## src/rtl/mem_arbiter.sv

```systemverilog
// mem_arbiter: round-robin arbiter sharing one memory port between two masters.
// Memory strobes are registered; read data is captured after READ_LATENCY cycles.
module mem_arbiter #(
   parameter int ADDR_WIDTH   = 32,
   parameter int DATA_WIDTH   = 32,
   parameter int READ_LATENCY = 1
) (
   input  logic                  clk,
   input  logic                  reset,
   input  logic                  m0_req,
   input  logic                  m0_we,
   input  logic [ADDR_WIDTH-1:0] m0_addr,
   input  logic [DATA_WIDTH-1:0] m0_wdata,
   output logic [DATA_WIDTH-1:0] m0_rdata,
   output logic                  m0_ack,
   input  logic                  m1_req,
   input  logic                  m1_we,
   input  logic [ADDR_WIDTH-1:0] m1_addr,
   input  logic [DATA_WIDTH-1:0] m1_wdata,
   output logic [DATA_WIDTH-1:0] m1_rdata,
   output logic                  m1_ack,
   output logic                  mem_read,
   output logic                  mem_write,
   output logic [ADDR_WIDTH-1:0] mem_address,
   output logic [DATA_WIDTH-1:0] mem_write_data,
   input  logic [DATA_WIDTH-1:0] mem_read_data,
   output logic                  busy,
   output logic                  owner
);

   localparam logic [2:0] S_IDLE   = 3'd0;
   localparam logic [2:0] S_GRANT  = 3'd1;
   localparam logic [2:0] S_ACCESS = 3'd2;
   localparam logic [2:0] S_WAIT   = 3'd3;
   localparam logic [2:0] S_DONE   = 3'd4;

   localparam logic [2:0] LAT_LAST = 3'(READ_LATENCY - 1);

   logic [2:0]            r_state;
   logic [2:0]            w_state_nxt;
   logic [2:0]            r_lat_cnt;
   logic                  r_we;
   logic                  r_owner;
   logic                  r_last_grant;
   logic                  r_mem_read;
   logic                  r_mem_write;
   logic [ADDR_WIDTH-1:0] r_mem_address;
   logic [DATA_WIDTH-1:0] r_mem_write_data;
   logic [DATA_WIDTH-1:0] r_m0_rdata;
   logic [DATA_WIDTH-1:0] r_m1_rdata;
   logic                  r_m0_ack;
   logic                  r_m1_ack;

   logic                  w_any_req;
   logic                  w_winner;
   logic                  w_win_we;
   logic [ADDR_WIDTH-1:0] w_win_addr;
   logic [DATA_WIDTH-1:0] w_win_wdata;
   logic                  w_lat_done;
   logic                  w_enter_done;
   logic                  w_start;

   // On a tie the master that did not win last time is served.
   assign w_any_req   = m0_req | m1_req;
   assign w_winner    = (m0_req & m1_req) ? ~r_last_grant : m1_req;
   assign w_win_we    = w_winner ? m1_we    : m0_we;
   assign w_win_addr  = w_winner ? m1_addr  : m0_addr;
   assign w_win_wdata = w_winner ? m1_wdata : m0_wdata;

   assign w_start      = (r_state == S_IDLE) & w_any_req;
   assign w_lat_done   = (r_lat_cnt == LAT_LAST);
   assign w_enter_done = (w_state_nxt == S_DONE) & (r_state != S_DONE);

   always_comb begin
      w_state_nxt = r_state;
      case (r_state)
         S_IDLE:   if (w_any_req) w_state_nxt = S_GRANT;
         S_GRANT:  w_state_nxt = S_ACCESS;
         S_ACCESS: w_state_nxt = r_we ? S_DONE : S_WAIT;
         S_WAIT:   if (w_lat_done) w_state_nxt = S_DONE;
         S_DONE:   w_state_nxt = S_IDLE;
         default:  w_state_nxt = S_IDLE;
      endcase
   end

   always_ff @(posedge clk) begin
      if (!reset) begin
         r_state <= S_IDLE;
      end else begin
         r_state <= w_state_nxt;
      end
   end

   always_ff @(posedge clk) begin
      if (!reset) begin
         r_owner          <= 1'b0;
         r_last_grant     <= 1'b1;
         r_we             <= 1'b0;
         r_mem_address    <= '0;
         r_mem_write_data <= '0;
      end else if (w_start) begin
         r_owner          <= w_winner;
         r_last_grant     <= w_winner;
         r_we             <= w_win_we;
         r_mem_address    <= w_win_addr;
         r_mem_write_data <= w_win_wdata;
      end
   end

   // Strobes are set leaving GRANT so they are high for ACCESS only.
   always_ff @(posedge clk) begin
      if (!reset) begin
         r_mem_read  <= 1'b0;
         r_mem_write <= 1'b0;
      end else begin
         r_mem_read  <= (r_state == S_GRANT) & ~r_we;
         r_mem_write <= (r_state == S_GRANT) & r_we;
      end
   end

   always_ff @(posedge clk) begin
      if (!reset) begin
         r_lat_cnt <= 3'd0;
      end else if (r_state == S_ACCESS) begin
         r_lat_cnt <= 3'd0;
      end else if (r_state == S_WAIT) begin
         r_lat_cnt <= r_lat_cnt + 3'd1;
      end
   end

   always_ff @(posedge clk) begin
      if (!reset) begin
         r_m0_rdata <= '0;
         r_m1_rdata <= '0;
      end else if ((r_state == S_WAIT) && w_lat_done) begin
         if (r_owner) r_m1_rdata <= mem_read_data;
         else         r_m0_rdata <= mem_read_data;
      end
   end

   always_ff @(posedge clk) begin
      if (!reset) begin
         r_m0_ack <= 1'b0;
         r_m1_ack <= 1'b0;
      end else begin
         r_m0_ack <= w_enter_done & ~r_owner;
         r_m1_ack <= w_enter_done & r_owner;
      end
   end

   assign m0_rdata       = r_m0_rdata;
   assign m1_rdata       = r_m1_rdata;
   assign m0_ack         = r_m0_ack;
   assign m1_ack         = r_m1_ack;
   assign mem_read       = r_mem_read;
   assign mem_write      = r_mem_write;
   assign mem_address    = r_mem_address;
   assign mem_write_data = r_mem_write_data;
   assign busy           = (r_state != S_IDLE);
   assign owner          = r_owner;

endmodule

```

## config.mk

```make
export PLATFORM = sky130hd
export DESIGN_NAME = mem_arbiter
export DESIGN_NICKNAME = d
export VERILOG_FILES = /design/src/rtl/mem_arbiter.sv
export SDC_FILE = /design/constraint.sdc
export NUM_CORES = 1
export LEC_CHECK = 0
export BUFFER_PORTS_ARGS = -buffer_cell sky130_fd_sc_hd__buf_2
export CAP_MARGIN = 40
export CORE_ASPECT_RATIO = 0.7
export CORE_MARGIN = 2
export CORE_UTILIZATION = 30
export DETAILED_ROUTE_END_ITERATION = 8
export GPL_ROUTABILITY_DRIVEN = 0
export PLACE_DENSITY = 0.54
export SKIP_CTS_REPAIR_TIMING = 1
export SYNTH_ARGS = -nofsm -noshare
export SYNTH_HDL_FRONTEND = slang
export SYNTH_SLANG_ARGS = --single-unit
```

## constraint.sdc

```tcl
create_clock -name clk -period 1.8 [get_ports clk]
set_clock_uncertainty 0.2 [all_clocks]
set_input_delay 0.45 -clock clk [delete_from_list [all_inputs] [get_ports clk]]
set_output_delay 0.45 -clock clk [all_outputs]
set_load 0.01 [all_outputs]
```

# --- Word level (Yosys, flattened, before mapping) ---
# Cells that the tools add are included.
classes:
  add_sub_neg: 1
  n_bitwise: 12
  n_eq_ne: 5
  reduce_logical: 7
  n_mux: 8
ops:
  columns: ["cell", "count"]
  rows:
  - ["$mux W32", 2]
  - ["$pmux W3 S4", 1]
  - ["$mux W3", 3]
  - ["$and A1 B1 Y1", 7]
  - ["$eq A3 B2 Y1 const B", 2]
  - ["$logic_not A3 Y1", 2]
  - ["$not A1 Y1", 4]
  - ["$reduce_and A2 Y1", 2]
  - ["$add A3 B1 Y3 const B", 1]
  - ["$eq A3 B1 Y1 const B", 1]
  - ["$eq A3 B3 Y1 const B", 1]
  - ["$ne A3 B3 Y1 const B", 1]
  - ["$reduce_bool A3 Y1", 1]
  - ["$mux W1", 2]
  - ["$reduce_or A2 Y1", 1]
  - ["$logic_and A1 B1 Y1", 1]
  - ["$or A1 B1 Y1", 1]
word_totals:
  inputBits: 166
  reg_bits: 141
  wordCells: 46
  out_inout_bits: 134

# --- Logic depth before layout (Yosys ltp) ---
# Gate-level depths: netlist of run 1.
depth:
  depth_word: 6
  depth_mapped: 7
  depth_no_buf: 5

# --- Worst setup path after synthesis of run 1 ---
# OpenSTA, ideal clock, no wires.
synth_timing:
  kind: "input -> register"
  from: "input port m1_req"
  to: "register r_mem_address[10], in the netlist mem_address[10]"
  path_stages: 5
  n_path_buf: 2
  setup_slack_ns: 0.105
  setup_time_ns: 0.119
  t_required_ns: 1.481
  arrival_time_ns: 1.376
  cell_sequence: "nor2b_1 > buf_2 > buf_2 > o32a_1 > o221a_1"
synth_via:
  elab_chain_cells: 3
  word_cells_on_any_way: 5
  classes_between: "mux: 2; bitwise: 3"
synth_lines:
  columns: ["element", "line", "text"]
  rows:
  - ["from (decl)", "16", "input logic m1_req,"]
  - ["$and A1 B1 Y1", "65", "assign w_winner = (m0_req & m1_req) ? ~r_last_grant : m1_req;"]
  - ["$mux W1", "65", null]
  - ["$mux W32", "67", "assign w_win_addr = w_winner ? m1_addr : m0_addr;"]
  - ["to (signal assigned)", "105", "r_mem_address <= w_win_addr;"]
  - ["to (decl)", "47", "logic [ADDR_WIDTH-1:0] r_mem_address;"]
# Several ways; a longest one is shown, not always the timed one.
# A chain may end at the register's enable or synchronous reset.

# --- Worst setup path in the final report of run 1 ---
layout_timing:
  from: "register r_state[2]"
  to: "output port busy"
layout_via:
  elab_chain_cells: 1
layout_lines:
  columns: ["element", "line", "text"]
  rows:
  - ["from (decl)", "39", "logic [2:0] r_state;"]
  - ["from (signal assigned)", "90", "r_state <= w_state_nxt;"]
  - ["$reduce_bool A3 Y1", "159", "assign busy = (r_state != S_IDLE);"]
  - ["to (decl)", "27", "output logic busy,"]
# Every way passes these cells.

==> results of run 1 <==
==> critical path, cell delays in order, from the launching register on <==
cell and delay (ns):
dfxtp_4 0.36, nor3_4 0.24, clkinv_4 0.12, buf_6 0.14
==> cell type report <==
cell class	count	area, um^2
fill	1822	10470
sequential	141	2826
multi-input combinational	331	2704
timing repair buffer	341	2049
clock buffer	18	439.2
tap	264	330.3
clock inverter	14	127.6
inverter	5	23.77
==> cells by family after synthesis <==
kind of cell	synth area share
buffers and inverters	0.05649
AO/OA/AOI/OAI	0.2498
flip-flops	0.4845
AND/OR/NAND/NOR	0.09322
adder cells (fa/ha/maj)	0.004295
multiplexers	0.1117
==> synth_stat cells <==
cell,count,share of area
dfxtp_1,141,0.48
nand2_1,100,0.064
mux2i_1,65,0.11
o221a_1,65,0.13
o32a_1,65,0.11
clkbuf_1,33,0.021
buf_2,14,0.012
buf_4,11,0.014
nor2b_1,5,0.0054
a21oi_1,4,0.0034
nor2_1,4,0.0026
buf_6,3,0.0058
inv_2,3,0.0019
a31o_1,2,0.0030
ha_1,2,0.0043
inv_1,2,0.0013
nand3_1,2,0.0017
nand4b_1,2,0.0030
nor3_1,2,0.0017
a21bo_1,1,0.0017
a21boi_0,1,0.0013
and2_1,1,0.0011
nand2b_1,1,0.0011
nand4_4,1,0.0037
nor2_2,1,0.0011
nor2_4,1,0.0019
nor3_4,1,0.0028
nor3b_1,1,0.0013
nor4b_1,1,0.0015
o21a_1,1,0.0013
o21ai_0,1,0.00086
o21ai_1,1,0.00086
==> per-stage QoR <==
| step | setup slack (ns) | hold WS (ns) | utilization | std cells | cell area [um^2] |
|---|---|---|---|---|---|
| floorplan | 0.1052 | 0.2272 | - | 538 | 5826 |
| global placement | -0.01098 | 0.2404 | 0.4101 | 1073 | 7780 |
| detailed placement | 0.01111 | 0.2453 | 0.4101 | 1073 | 7780 |
| CTS | -0.1912 | 0.07053 | 0.4400 | 1105 | 8347 |
| global route | -0.1937 | 0.09339 | 0.4481 | 1114 | 8501 |
| finish | -0.1225 | 0.09145 | 0.4481 | 1114 | 8501 |
==> sequential cells by signal (all words and copies together), names as in the netlist, 3 cells and up <==
signal	flops
m0_rdata	32
m1_rdata	32
mem_address	32
mem_write_data	32
r_lat_cnt	3
r_state	3
==> worst max-delay path by stage <==
stage / start / endpoint / slack [ns] / cells past startpoint
3_5_place_dp: m0_req / mem_address[18] / 0.01 / 5
2_1_floorplan: m1_req / mem_address[10] / 0.11 / 5
4_1_cts: r_state[1] / busy / -0.19 / 3
6_report: r_state[2] / busy / -0.12 / 3
5_1_grt: r_state[2] / busy / -0.19 / 3
3_3_place_gp: m0_req / mem_address[18] / -0.01 / 5
==> per-layer routing <==
layer | global-route usage | part of all wire
met4 | 0.06838 | 0.021
met3 | 0.04026 | 0.055
met2 | 0.2745 | 0.45
met5 | 0 | 0
met1 | 0.2373 | 0.48
==> report_power, final <==
group | internal, mW | leakage, nW | total (mW) | switching [mW]
Combinational | 1.68 | 2.53 | 3.44 | 1.76
Sequential | 3.68 | 1.16 | 3.98 | 0.301
Clock | 1.86 | 0.268 | 3.38 | 1.52
Total | 7.22 | 3.95 | 10.8 | 3.58
==> results.yml, run 1 <==
status:
  status: "complete, but fails checks"
  violations: "negative setup slack"
cts:
  root_buffer: "clkbuf_16"
  cts_tree: "built"
  clk_latency_ns: 0.42
  clock_path_buffers: 2
  htreeDepth: 4
  cts_buffers: 17
  clkTransAtPathRegs_ns: 0.07
  cts_num_sinks: 141
grt:
  gr-usage-all-layers: 0.1764
  grt_start_max_net_pins: 57
  grt_pass1_vias: 5317
  antenna_found_initial: 0
  globalRoute.totalOverflow: 0
  grt_pass1_wl_mm: 28.61
sta:
  hold_viol_final: 0
  fmax_mhz: 520.2
  rsz0062_at_grt: "true"
  finalSetupViolations: 29
  drv_slew: 0
  min_period_ns: 1.922
  finalSetupTns_ns: -0.4685
  setup_ws_ns: -0.1225
  relSlewSlack: 0.6840
  min_period_over_period: 1.068
  worst_pin_slew_ns: 0.4675
detailed_routing:
  totalWireLength_mm: 18.87
  post-route-drc-count: 0
  num_vias: 5474
  avgRoutedWirePerCell_um: 16.94
  initialDrtViolationCount: 288
  first_pass_iters: 4
  ant_nets: 0
  viasPerCell: 4.914
yosys:
  synth_seq_area_share: 0.4845
  synth.avg_cell_area_um2: 10.83
  synth_warnings: 0
  netlist_instances: 538
  ys_seq_elements: 141
  synthesis.nets: 706
  synth_area_um2: 5826
  yosysUniqueCellTypes: 32
cells_and_area:
  fin_nets: 1005
  layout_common_cells: "buf_2, dfxtp_1, nand2_1"
  syn_to_final_growth_pct: 45.92
  drive_gt1_frac: 0.4553
  layout_commonest_cell: "buf_2"
  antenna_cells: 0
critical_path:
  r2r-start: "r_state[2]"
  timing.rr.end: "mem_write_data[4]"
  ff2ff_path_depth: 7
  start_kind: "flop"
  crit_type: "reg2out"
  cp_data_required_time_ns: 1.15
  worstPathMaxFanout: 5
  rrSetupSlack_ns: -0.03
  worstSetupEndpointType: "primary output"
  cp.arrival_ns: 1.27
place:
  portBuffers: 299
  dpl.hpwl_mm: 13.09
power:
  leakage_nw: 3.950
  peakVddDrop_mv: 0.5771
  p_total_mw: 10.80
  power_density_nw_per_um2: 1270
die:
  rows: 42
  die_w_um: 170.6
  fp.dieH_um: 120.6
  die-area_um2: 20570
  initial_core_util: 0.3071
  design.core.area_um2: 18970
  io_pins: 300
min_path:
  hp-class: "in2reg"
  holdPathEnd: "m0_rdata[2]"
  min_path_cells: 3
  hold_start: "mem_read_data[2]"
run:
  drv_cap: 0
No activity file was read; power rests on OpenSTA's default activity.
==> run 2: changes to the inputs <==
--- a/config.mk
+++ b/config.mk
@@ -9,10 +9,10 @@
 export CAP_MARGIN = 40
 export CORE_ASPECT_RATIO = 0.7
 export CORE_MARGIN = 2
-export CORE_UTILIZATION = 30
+export CORE_UTILIZATION = 45
 export DETAILED_ROUTE_END_ITERATION = 8
 export GPL_ROUTABILITY_DRIVEN = 0
-export PLACE_DENSITY = 0.54
+export PLACE_DENSITY = 0.76
 export SKIP_CTS_REPAIR_TIMING = 1
 export SYNTH_ARGS = -nofsm -noshare
 export SYNTH_HDL_FRONTEND = slang
==> results.yml, run 2 (same netlist as run 1, synthesis figures left out) <==
die:
  die-area_um2: 13890
  io_pins: 300
  fp.dieH_um: 99.20
  initial_core_util: 0.4658
  die_w_um: 140.0
  design.core.area_um2: 12510
  rows: 34
sta:
  min_period_ns: 1.853
  finalSetupViolations: 1
  hold_viol_final: 0
  setup_ws_ns: -0.05266
  min_period_over_period: 1.029
  relSlewSlack: 0.6723
  drv_slew: 0
  rsz0062_at_grt: "true"
  finalSetupTns_ns: -0.05266
  fmax_mhz: 539.8
  timing.hold.ws_ns: 0.1074
  worst_pin_slew_ns: 0.4847
place:
  portBuffers: 299
  dpl.hpwl_mm: 12.99
  dp_slack_ns: -0.003676
  dp.cells: 963
power:
  leakage_nw: 3.848
  power_density_nw_per_um2: 1276
  peakVddDrop_mv: 0.6926
cells_and_area:
  layout_common_cells: "buf_2, dfxtp_1, nand2_1"
  fin_nets: 993
  fin_util: 0.6512
  stdcell_count: 1000
  layout_commonest_cell: "buf_2"
  syn_to_final_growth_pct: 39.80
  drive_gt1_frac: 0.4439
  antenna_cells: 0
status:
  status: "complete, but fails checks"
  violations: "negative setup slack"
cts:
  root_buffer: "clkbuf_16"
  cts_buffers: 17
  cts_tree: "built"
  clk_latency_ns: 0.40
  htreeDepth: 4
  clock_path_buffers: 2
  cts_num_sinks: 141
  clkTransAtPathRegs_ns: 0.06
run:
  drv_cap: 0
detailed_routing:
  first_pass_iters: 5
  post-route-drc-count: 0
  viasPerCell: 5.555
  ant_nets: 0
  initialDrtViolationCount: 259
  totalWireLength_mm: 17.83
  num_vias: 5555
  avgRoutedWirePerCell_um: 17.83
critical_path:
  cp_data_required_time_ns: 1.15
  rrSetupSlack_ns: 0.05
  worstPathMaxFanout: 6
  crit_type: "reg2out"
  start_kind: "flop"
  worstSetupEndpointType: "primary output"
  cp.arrival_ns: 1.20
grt:
  globalRoute.totalOverflow: 0
  grt_start_max_net_pins: 77
  antenna_found_initial: 0
  gr-usage-all-layers: 0.2469
  grt_pass1_wl_mm: 27.70
  grt_pass1_vias: 5475
min_path:
  hp-class: "in2reg"
run 2: per-layer routing:
layer / wire (um) / global-route usage
met5: 0 / 0
met4: 340 / 0.07615
met3: 1115 / 0.05826
met2: 8881 / 0.4296
met1: 7494 / 0.3064
run 2: final cells by class:
type / count / area, um^2
clock buffers: 20 / 456.7
clock inverters: 12 / 112.6
fillers: 1020 / 4363
inverters: 5 / 21.27
multi-input cells: 331 / 2689
flip-flops and latches: 141 / 2828
well taps: 162 / 202.7
repair buffers: 329 / 1834
run 2: path summary, 6_finish.rpt:
| kind | startpoint | to | cells past startpoint |
|---|---|---|---|
| worst max-delay path | r_state[2] | busy | 3 |
| worst min-delay path | mem_read_data[16] | m0_rdata[16] | 3 |
| worst max register to register | r_state[2] | mem_write_data[23] | 6 |
| worst min register to register | m1_rdata[14] | m1_rdata[14] | 2 |
run 2: critical path, cell delays in order, from the launching register on:
cell	delay [ns]
dfxtp_4	0.35
nor3_4	0.22
inv_4	0.09
buf_6	0.13
run 2: report_power, final:
| part | switching [mW] | internal (mW) |
|---|---|---|
| registers | 0.321 | 3.68 |
| clock network | 1.35 | 1.98 |
| logic | 1.65 | 1.41 |
run 2: through the flow:
step                      instance area, um^2  total power [mW]
after CTS                                8087             10.36
after global placement                   7517             6.923
final                                    8144             10.39
after detailed placement                 7517             7.019
after global routing                     8144             10.88
after floorplan                          5826             5.832
